## src/rtl/uart_rx_if.sv

```systemverilog
// Signal bundle between the UART receiver and the host-side logic.
// The serial line and the consumer's clear strobe flow into the receiver;
// the received byte and its status flags flow back to the host.
interface uart_rx_if;
    logic       rx;
    logic       clear;
    logic [7:0] data;
    logic       busy;
    logic       error;
    logic       new_value;

    // Host side: drives the line and the clear strobe, observes the results.
    modport master (
        output rx,
        output clear,
        input  data,
        input  busy,
        input  error,
        input  new_value
    );

    // Receiver side.
    modport slave (
        input  rx,
        input  clear,
        output data,
        output busy,
        output error,
        output new_value
    );
endinterface

```

## src/rtl/uart_rx.sv

```systemverilog
// 8N1 UART receiver.
// The line is synchronized through two flops and then sampled at the middle
// of each bit. The received byte is presented with sticky new_value and
// framing-error flags that the consumer clears. The receiver re-arms at the
// middle of the stop bit, so a back-to-back start edge is not missed.
module uart_rx #(
    parameter int CLOCK_FREQUENCY = 12000000,
    parameter int BAUD_RATE       = 9600
) (
    input  logic     clk,
    input  logic     rst_n,
    uart_rx_if.slave bus
);
    localparam int CLKS_PER_BIT = CLOCK_FREQUENCY / BAUD_RATE;
    localparam int HALF_BIT     = CLKS_PER_BIT / 2;
    localparam int TW           = $clog2(CLKS_PER_BIT);

    localparam logic [TW-1:0] BIT_LAST  = TW'(CLKS_PER_BIT - 1);
    localparam logic [TW-1:0] HALF_LAST = TW'(HALF_BIT - 1);

    typedef enum logic [1:0] {
        IDLE  = 2'd0,
        START = 2'd1,
        DATA  = 2'd2,
        STOP  = 2'd3
    } state_t;

    logic [1:0]    sync_r;
    state_t        state_r;
    logic [TW-1:0] timer_r;
    logic [2:0]    index_r;
    logic [7:0]    shift_r;
    logic [7:0]    data_r;
    logic          busy_r;
    logic          error_r;
    logic          new_value_r;

    logic          rxs_s;
    state_t        state_nxt_s;
    logic [TW-1:0] timer_nxt_s;
    logic [2:0]    index_nxt_s;
    logic [7:0]    shift_nxt_s;
    logic [7:0]    data_nxt_s;
    logic          busy_nxt_s;
    logic          err_set_s;
    logic          nv_set_s;

    assign rxs_s = sync_r[1];

    // Two-flop synchronizer for the asynchronous serial line; idles high.
    always_ff @(posedge clk or negedge rst_n) begin
        if (!rst_n) begin
            sync_r <= 2'b11;
        end else begin
            sync_r <= {sync_r[0], bus.rx};
        end
    end

    // Frame sequencing: next state, bit timer, bit index, shift register and flag set events.
    always_comb begin
        state_nxt_s = state_r;
        timer_nxt_s = timer_r;
        index_nxt_s = index_r;
        shift_nxt_s = shift_r;
        data_nxt_s  = data_r;
        busy_nxt_s  = busy_r;
        err_set_s   = 1'b0;
        nv_set_s    = 1'b0;
        case (state_r)
            IDLE: begin
                timer_nxt_s = '0;
                if (!rxs_s) begin
                    state_nxt_s = START;
                    busy_nxt_s  = 1'b1;
                end else begin
                    busy_nxt_s  = 1'b0;
                end
            end
            START: begin
                if (timer_r == HALF_LAST) begin
                    timer_nxt_s = '0;
                    if (!rxs_s) begin
                        state_nxt_s = DATA;
                        index_nxt_s = 3'd0;
                    end else begin
                        // Line went back high before mid start bit: spurious edge.
                        state_nxt_s = IDLE;
                        busy_nxt_s  = 1'b0;
                    end
                end else begin
                    timer_nxt_s = timer_r + TW'(1);
                end
            end
            DATA: begin
                if (timer_r == BIT_LAST) begin
                    timer_nxt_s          = '0;
                    shift_nxt_s[index_r] = rxs_s;
                    if (index_r == 3'd7) begin
                        state_nxt_s = STOP;
                    end else begin
                        index_nxt_s = index_r + 3'd1;
                    end
                end else begin
                    timer_nxt_s = timer_r + TW'(1);
                end
            end
            STOP: begin
                if (timer_r == BIT_LAST) begin
                    // Leave at mid stop bit so an immediately following start edge is caught.
                    timer_nxt_s = '0;
                    state_nxt_s = IDLE;
                    busy_nxt_s  = 1'b0;
                    if (rxs_s) begin
                        data_nxt_s = shift_r;
                        nv_set_s   = 1'b1;
                    end else begin
                        err_set_s  = 1'b1;
                    end
                end else begin
                    timer_nxt_s = timer_r + TW'(1);
                end
            end
            default: begin
                state_nxt_s = IDLE;
                timer_nxt_s = '0;
                busy_nxt_s  = 1'b0;
            end
        endcase
    end

    // State register and receive datapath registers.
    always_ff @(posedge clk or negedge rst_n) begin
        if (!rst_n) begin
            state_r <= IDLE;
            timer_r <= '0;
            index_r <= 3'd0;
            shift_r <= 8'h00;
            data_r  <= 8'h00;
            busy_r  <= 1'b0;
        end else begin
            state_r <= state_nxt_s;
            timer_r <= timer_nxt_s;
            index_r <= index_nxt_s;
            shift_r <= shift_nxt_s;
            data_r  <= data_nxt_s;
            busy_r  <= busy_nxt_s;
        end
    end

    // Sticky status flags: a set event in the same cycle as clear takes priority.
    always_ff @(posedge clk or negedge rst_n) begin
        if (!rst_n) begin
            new_value_r <= 1'b0;
            error_r     <= 1'b0;
        end else begin
            if (nv_set_s) begin
                new_value_r <= 1'b1;
            end else if (bus.clear) begin
                new_value_r <= 1'b0;
            end else begin
                new_value_r <= new_value_r;
            end
            if (err_set_s) begin
                error_r <= 1'b1;
            end else if (bus.clear) begin
                error_r <= 1'b0;
            end else begin
                error_r <= error_r;
            end
        end
    end

    assign bus.data      = data_r;
    assign bus.busy      = busy_r;
    assign bus.error     = error_r;
    assign bus.new_value = new_value_r;
endmodule

```

## src/flat_wrapper.sv

```systemverilog
// flat-port wrapper written by rule: the top's interface ports become plain ports
module uart_rx_flat 
#(
    parameter int CLOCK_FREQUENCY = 12000000,
    parameter int BAUD_RATE       = 9600
)
  (clk, rst_n, bus_rx, bus_clear, bus_data, bus_busy, bus_error, bus_new_value);
  uart_rx_if bus_i ();
  input  logic clk;
  input  logic rst_n;
  input wire logic [$bits(bus_i.rx)-1:0] bus_rx;
  input wire logic [$bits(bus_i.clear)-1:0] bus_clear;
  output wire logic [$bits(bus_i.data)-1:0] bus_data;
  output wire logic [$bits(bus_i.busy)-1:0] bus_busy;
  output wire logic [$bits(bus_i.error)-1:0] bus_error;
  output wire logic [$bits(bus_i.new_value)-1:0] bus_new_value;
  assign bus_i.rx = bus_rx;
  assign bus_i.clear = bus_clear;
  assign bus_data = bus_i.data;
  assign bus_busy = bus_i.busy;
  assign bus_error = bus_i.error;
  assign bus_new_value = bus_i.new_value;
  uart_rx #(.CLOCK_FREQUENCY(CLOCK_FREQUENCY), .BAUD_RATE(BAUD_RATE)) u_core (.clk(clk), .rst_n(rst_n), .bus(bus_i));
endmodule
```

## config.mk

```make
export PLATFORM = sky130hd
export DESIGN_NAME = uart_rx_flat
export DESIGN_NICKNAME = d
export VERILOG_FILES = /design/src/rtl/uart_rx_if.sv /design/src/rtl/uart_rx.sv /design/src/flat_wrapper.sv
export SDC_FILE = /design/constraint.sdc
export NUM_CORES = 1
export LEC_CHECK = 0
export CAP_MARGIN = 15
export CORE_ASPECT_RATIO = 0.7
export CORE_MARGIN = 2
export CORE_UTILIZATION = 51
export DETAILED_ROUTE_END_ITERATION = 8
export GPL_ROUTABILITY_DRIVEN = 0
export GPL_TIMING_DRIVEN = 0
export PLACE_DENSITY = 0.78
export SYNTH_ARGS = -nofsm -noshare
export SYNTH_HDL_FRONTEND = slang
export SYNTH_SLANG_ARGS = --single-unit
export TNS_END_PERCENT = 20
```

## constraint.sdc

```tcl
create_clock -name clk -period 2.2 [get_ports clk]
set_input_delay 0.33 -clock clk [delete_from_list [all_inputs] [get_ports clk]]
set_output_delay 0.33 -clock clk [all_outputs]
set_load 0.01 [all_outputs]
```

==> flow_summary.toml, run 1 <==
[setup_path]
crit_arrival_ps = 2330
crit_type = "reg -> reg"
path_cells = "or3_1 > or4b_4 > buf_8 > nor4_2 > mux2_1"
crit_path_end_kind = "register"
critical_path.top_delay_family = "simple AND/OR/NAND/NOR gates"
cpPeakStageDelay_ps = 550
critPathLaunchType = "register"
cp_max_fo = 10
crit_slowest_cell = "or4b_4"
r2r_slack_ps = 40
critical_path_required_ps = 2370
critPathBufInv = 1

[clock_network]
cts_tree = "yes"
h-tree-depth = 2
cts_num_sinks = 37
clockRootBuffer = "clkbuf_8"
clkLatencyLatePin_ps = 290
cts_hold_buf = 0
cts_max_path_buffers = 2
clkTransAtPathRegs_ps = 70
post_cts_buffers = 0
numCtsBuffers = 5

[timing]
maxSlewHeadroom = 0.4776
final.setup.worst_slack_ps = 37.43
worstMarginPinSlew_ps = 783.6
rsz0062_at_grt = "true"
setup_viol = 0
fin_crit_sh = 0.9830
finalSetupTns_ps = 0
hold_viol_final = 0
slew_viol_final = 0
finalCriticalPeriod_ps = 2163
timing.fmax_mhz = 462.4
finClkSkew_ps = 7.496

[final_layout]
stdcell_count = 207
layout-drive-gt1-share = 0.1657
n_antenna_cell = 0
final_nets = 177
syn2layout_area_growth_pct = 22.29

[yosys]
synth_nets = 156
syn-instance-count = 147
seq_area_frac_synth = 0.5440
yosysWarnings = 0
avgSynthCellArea_um2 = 11.61
yosys_register_bits = 37
syn_area_um2 = 1707
synth_cell_types = 39

[grt]
grt_pass1_vias = 1179
antenna_found_initial = 0
grt_use_met2 = 0.2823
grt-busiest-layer = "met2"
grt_pass1_wl_mm = 5.451
grt_use_total = 0.1956
grt_overflow_total = 0
met3_usage = 0.07115
gr-usage-met1 = 0.2662
grt_start_max_net_pins = 38

[die]
die_h_um = 52.40
die_w_um = 73.14
boundaryPins = 15
start_util = 0.5385
die_area_um2 = 3833
std_cell_rows = 17
coreArea_um2 = 3169

[detailed_routing]
routedWlPerCell_um = 15.54
drt-total-wl_mm = 3.216
viasPerCell = 5.816
drt_iter0_drc = 98
antenna_left = 0
num_vias = 1204
drtPass1Iterations = 4
drc = 0

[placement]
port_buffers = 14
place_inst = 199
dp_hpwl_mm = 2.266
pre_cts_ws_ps = -121.8

[status]
run_status = "completed"

[min_path]
min_path_type = "in -> async"

[power_and_ir_drop]
leakagePower_nw = 0.9266
p_per_area_nw_per_um2 = 563.3
ir_drop_mv = 0.3440

[job]
max_cap_viol_count = 0
sequential cells by signal (all words and copies together), names as in the netlist, named ones only:
signal                count
u_core.state_r            1
u_core.index_r            3
u_core.bus.error          1
u_core.sync_r             2
u_core.bus.busy           1
u_core.timer_r           11
u_core.bus.data           8
u_core.bus.new_value      1
u_core.shift_r            8
stage by stage:
| stage | cell area, um2 | utilization | power, W | hold slack, ps |
|---|---|---|---|---|
| floorplan | 1707 | - | 0.0007001 | 34.41 |
| global placement | 1894 | 0.5977 | 0.0007197 | 346.6 |
| detailed placement | 1889 | 0.5961 | 0.0007195 | 350.0 |
| CTS | 1992 | 0.6285 | 0.001189 | 145.7 |
| global route | 2087 | 0.6585 | 0.001231 | 177.4 |
| finish | 2087 | 0.6585 | 0.001176 | 124.7 |
power breakdown:
part	switching, W	internal [W]	total, W
clock network	0.000215	0.000255	0.000470
registers	0.00000142	0.000684	0.000685
logic	0.0000163	0.00000468	0.0000209
total	0.000232	0.000943	0.00118
worst paths after layout:
kind | startpoint | endpoint | cells past startpoint
setup / recovery | u_core.timer_r[3] | u_core.shift_r[4] | 5
hold / removal | rst_n | u_core.shift_r[4] | 1
setup reg to reg | u_core.timer_r[3] | u_core.shift_r[4] | 5
hold reg to reg | u_core.sync_r[0] | u_core.sync_r[1] | 0
max in group asynchronous | rst_n | u_core.timer_r[2] | 1
min in group clk | u_core.sync_r[0] | u_core.sync_r[1] | 0
routing by layer:
metal | wire length, um | part of all wire | up-vias
met5 | 0 | 0 | -
met4 | 79 | 0.025 | 0
met3 | 113 | 0.035 | 8
met2 | 1471 | 0.46 | 26
met1 | 1551 | 0.48 | 603
li1 | - | - | 567
final cells by class:
| cell class | instances | area, um2 |
|---|---|---|
| fillers | 238 | 1082 |
| flip-flops and latches | 37 | 929.6 |
| multi-input cells | 95 | 815.8 |
| repair buffers | 14 | 135.1 |
| clock buffers | 8 | 90.09 |
| well taps | 38 | 47.55 |
| inverters | 11 | 41.29 |
| plain buffers | 4 | 27.53 |
what timing repair did:
action,in CTS,in global routing
resized for setup,2,19
pin swaps,0,1
endpoints found under the setup margin,4,11
Yosys cell counts:
cell / number / area (um2)
mux2_2: 1 / 11.26
inv_1: 11 / 41.29
nor4_1: 9 / 56.30
nor3b_1: 2 / 15.01
and3b_1: 1 / 8.760
or3_1: 3 / 18.77
nand4_1: 2 / 12.51
or4b_1: 1 / 10.01
a221o_1: 1 / 10.01
o2bb2ai_1: 2 / 17.52
dfstp_2: 2 / 52.55
xor2_1: 3 / 26.28
o21bai_1: 1 / 7.510
and4_1: 1 / 8.760
dfrtp_1: 35 / 875.8
o21ai_1: 1 / 5.000
nor2_4: 1 / 11.26
xnor2_1: 5 / 43.79
a211oi_1: 2 / 15.01
o22ai_1: 1 / 6.260
nor2b_1: 2 / 12.51
buf_2: 2 / 10.01
o21ai_0: 1 / 5.000
clkbuf_1: 2 / 7.510
o32ai_1: 1 / 8.760
nand3b_1: 1 / 7.510
nand4b_1: 1 / 8.760
ha_1: 5 / 62.56
a31oi_1: 2 / 12.51
nor2_1: 13 / 48.80
nand3_1: 4 / 20.02
a22oi_2: 1 / 12.51
nor3_1: 2 / 10.01
o221a_2: 1 / 11.26
nand2b_1: 1 / 6.260
nand2_1: 6 / 22.52
a22oi_1: 1 / 7.510
mux2_1: 15 / 168.9
and4b_1: 1 / 10.01
logic make-up (layout without fill, tap and decap cells):
family	after synthesis	count (layout)	synth area share
xor gates and xnor gates	8	8	0.04106
DFF	37	37	0.5440
adders and majority gates	5	5	0.03666
buffers and inverters	15	37	0.03446
muxes	16	16	0.1056
AOI/OAI and AO/OA	15	15	0.06965
and+or+nand+nor	51	51	0.1686
layout by cell type, fill, tap and decap left out, types with 2 or more instances in the layout:
cell type / count
o2bb2ai_1: 2
clkbuf_1: 4
xor2_1: 3
clkbuf_8: 6
buf_2: 2
nor4_2: 4
ha_1: 5
nor2_1: 13
nor4_4: 4
nor3_1: 2
a211oi_1: 2
clkdlybuf4s50_1: 13
mux2_4: 2
nor3b_1: 2
nand2_1: 6
nand3_1: 4
dfstp_2: 2
a31oi_1: 2
dfrtp_1: 34
inv_1: 10
mux2_1: 13
nand4_1: 2
or3_1: 3
xnor2_1: 5
nor2b_1: 2
worst reg2reg max path, cell delays in order, from the launching register on:
cell	delay (ps)
dfrtp_1	420
or3_1	390
or4b_4	550
buf_8	170
nor4_2	160
mux2_1	360
No activity file was read; power rests on OpenSTA's default activity.
==> run 2, diff against run 1 <==
--- a/config.mk
+++ b/config.mk
@@ -5,14 +5,16 @@
 export SDC_FILE = /design/constraint.sdc
 export NUM_CORES = 1
 export LEC_CHECK = 0
+export ABC_AREA = 1
 export CAP_MARGIN = 15
 export CORE_ASPECT_RATIO = 0.7
 export CORE_MARGIN = 2
-export CORE_UTILIZATION = 51
+export CORE_UTILIZATION = 53
+export CTS_BUF_LIST = sky130_fd_sc_hd__clkbuf_2
 export DETAILED_ROUTE_END_ITERATION = 8
 export GPL_ROUTABILITY_DRIVEN = 0
 export GPL_TIMING_DRIVEN = 0
-export PLACE_DENSITY = 0.78
+export PLACE_DENSITY = 0.8
 export SYNTH_ARGS = -nofsm -noshare
 export SYNTH_HDL_FRONTEND = slang
 export SYNTH_SLANG_ARGS = --single-unit
==> run 2 against run 1 <==
The flow now finishes with violations (negative hold slack). Synthesized cell count rose by 47%. Non-clock buffer count shrank 2. Sequential cell count unchanged. Routed wire length decreased by 5.2%. Sequential share of layout area up 1.7 points. Register-to-register slack improved by 470 ps. Count of clock-buffer cells in the layout shrank 3. Core utilization decreased by 3.0 points. Largest cell class unchanged. Largest power group unchanged. Highest routed layer unchanged.
==> flow_summary.toml, run 2 <==
[power_and_ir_drop]
p_total_w = 0.0009959
switching_share = 0.2394
p_clk_frac = 0.289
p_seq_frac = 0.687
pwr-share-comb = 0.024
ir_drop_mv = 0.2594
p_per_area_nw_per_um2 = 496.5
leakagePower_nw = 0.9545
switchingPower_w = 0.0002384
internal_power_w = 0.0007574

[timing]
hold_viol_final = 2
timing.fmax_mhz = 592.5
worstMarginPinSlew_ps = 787.0
finClkSkew_ps = 21.31
slew_viol_final = 0
finalCriticalPeriod_ps = 1688
setup_viol = 0
finalSetupTns_ps = 0
rsz0062_at_grt = "false"
hold_ws_ps = -1.968
fin_crit_sh = 0.7671
maxSlewHeadroom = 0.4753

[detailed_routing]
num_vias = 1362
antenna_left = 0
viasPerCell = 4.953
routedWlPerCell_um = 11.08
drc = 0
drt_iter0_drc = 122
drtPass1Iterations = 4
drt-total-wl_mm = 3.048

[clock_network]
numCtsBuffers = 5
cts_tree = "yes"
cts-resized-gates = 0
post_cts_buffers = 0
clockRootBuffer = "clkbuf_2"
cts_max_path_buffers = 2
clkLatencyLatePin_ps = 380
cts_num_sinks = 37
cts_hold_buf = 0
clkTransAtPathRegs_ps = 190
h-tree-depth = 2

[die]
die_w_um = 73.40
std_cell_rows = 17
die_area_um2 = 3859
die_h_um = 52.58
coreArea_um2 = 3191
start_util = 0.5600
boundaryPins = 15

[setup_path]
cp_max_fo = 10
critPathLaunchType = "register"
crit_path_end_kind = "register"
r2r_slack_ps = 510
crit_arrival_ps = 1960
crit_type = "reg -> reg"
r2r-start = "u_core.timer_r[1]"
rr_endpoint = "u_core.bus.data[0]"
cp-startpoint = "u_core.timer_r[1]"
critical_path_required_ps = 2470
reg2reg_depth = 8

[final_layout]
final_core_util = 0.6286
fill_cells = 275
final_cell_mix = "nand2_1, inv_1, dfrtp_1, o21ai_0, nor2_1"
syn2layout_area_growth_pct = 12.25
n_antenna_cell = 0
final_nets = 246
top_register = "u_core.timer_r"
layout-drive-gt1-share = 0.08861
largest_reg_flops = 11
mostFrequentLayoutCell = "nand2_1"
final_area_um2 = 2006

[yosys]
synthTopCellsByArea = "dfrtp_1, nand2_1, inv_1"
yosysTopAreaCell = "dfrtp_1"
yosysTopAreaCellShare = 0.4902
avgSynthCellArea_um2 = 8.272
seq_area_frac_synth = 0.5196
synth_common_cells = "nand2_1, inv_1, dfrtp_1"
ys.flop_type = "dfrtp_1"
async_reset_ff_frac = 1.000
yosysWarnings = 0
yosys_register_bits = 37
synth_nets = 225
syn_area_um2 = 1787
synth_edf_count = 0
synth_cell_types = 24
syn-instance-count = 216
synth_most_common_cell = "nand2_1"

[grt]
grt_pass1_vias = 1150
grt_start_max_net_pins = 38
grt_use_total = 0.1831
grt_overflow_total = 0
antenna_found_initial = 0
grt_pass1_wl_mm = 5.181

[placement]
dp_hpwl_mm = 2.232
port_buffers = 14
placed_cell_area_um2 = 1969

[status]
violations = "negative hold slack"
run_status = "complete, but fails checks"

[min_path]
min_path_type = "in -> async"

[job]
max_cap_viol_count = 0
==> run 2: changes by cell type after synthesis, moves of 9 or more <==
cell,previous run,this run
mux2_1,15,0
nand3_1,4,14
nand2_1,6,55
inv_1,11,37
nor4_1,9,0
o21ai_0,1,20
==> run 2: cell families (layout without fill, tap and decap cells) <==
group                    after synthesis  in the layout  synth area share
AO/OA/AOI/OAI                         28             28           0.08474
AND/OR/NAND/NOR                      104            104            0.2626
flip-flops                            37             37            0.5196
XOR/XNOR                               2              2          0.009806
buffers and inverters                 40             61           0.08823
adder cells (fa/ha/maj)                5              5           0.03501
==> run 2: how the worst max path moves through the flow <==
stage                              end  slack, ps  cells past startpoint
CTS                 u_core.bus.data[0]        480                      8
global route        u_core.bus.data[0]        330                      8
global placement    u_core.bus.data[6]        -10                      1
finish              u_core.bus.data[0]        510                      8
floorplan           u_core.bus.data[0]        740                      8
detailed placement  u_core.bus.data[5]        510                      8
==> run 2: power groups by stage <==
stage | clock network (W) | logic (W) | registers, W
6_report | 0.000288 | 0.0000237 | 0.000684
5_1_grt | 0.000328 | 0.0000276 | 0.000685
4_1_cts | 0.000294 | 0.0000249 | 0.000685
3_5_place_dp | 0 | 0.0000246 | 0.000697
3_3_place_gp | 0 | 0.0000254 | 0.000697
2_1_floorplan | 0 | 0.00000480 | 0.000697
==> run 2: critical path, stage by stage, from the launching register on <==
cell     delay [ps]
dfrtp_1         430
inv_1            80
ha_1            150
nand2_1          60
nor2_2          120
nand3_4         130
nor3_4          330
buf_6           200
o21ai_0          80
==> run 2: layout make-up <==
| class | instances | area [um2] | area share |
|---|---|---|---|
| sequential | 37 | 928.4 | 0.4629 |
| multi-input combinational | 139 | 700.7 | 0.3493 |
| inverter | 38 | 142.6 | 0.07112 |
| timing repair buffer | 14 | 135.1 | 0.06737 |
| tap | 38 | 47.55 | 0.02371 |
| clock buffer | 5 | 25.02 | 0.01248 |
| buffer | 2 | 15.01 | 0.007486 |
| clock inverter | 2 | 11.26 | 0.005614 |
==> run 2: layer usage <==
metal / GRT usage / wire, um / vias up
met2: 0.2477 / 1223 / 36
met4: 0.07273 / 38 / 0
met5: 0 / 0 / -
met1: 0.2735 / 1628 / 606
met3: 0.05192 / 158 / 4
li1: - / - / 716
==> run 2: metrics by stage <==
step           setup WS [ps]  cells
6_report               512.3    275
3_3_place_gp          -14.67    268
4_1_cts                480.5    275
5_1_grt                326.3    275
2_1_floorplan          737.9    216
3_5_place_dp           506.6    268
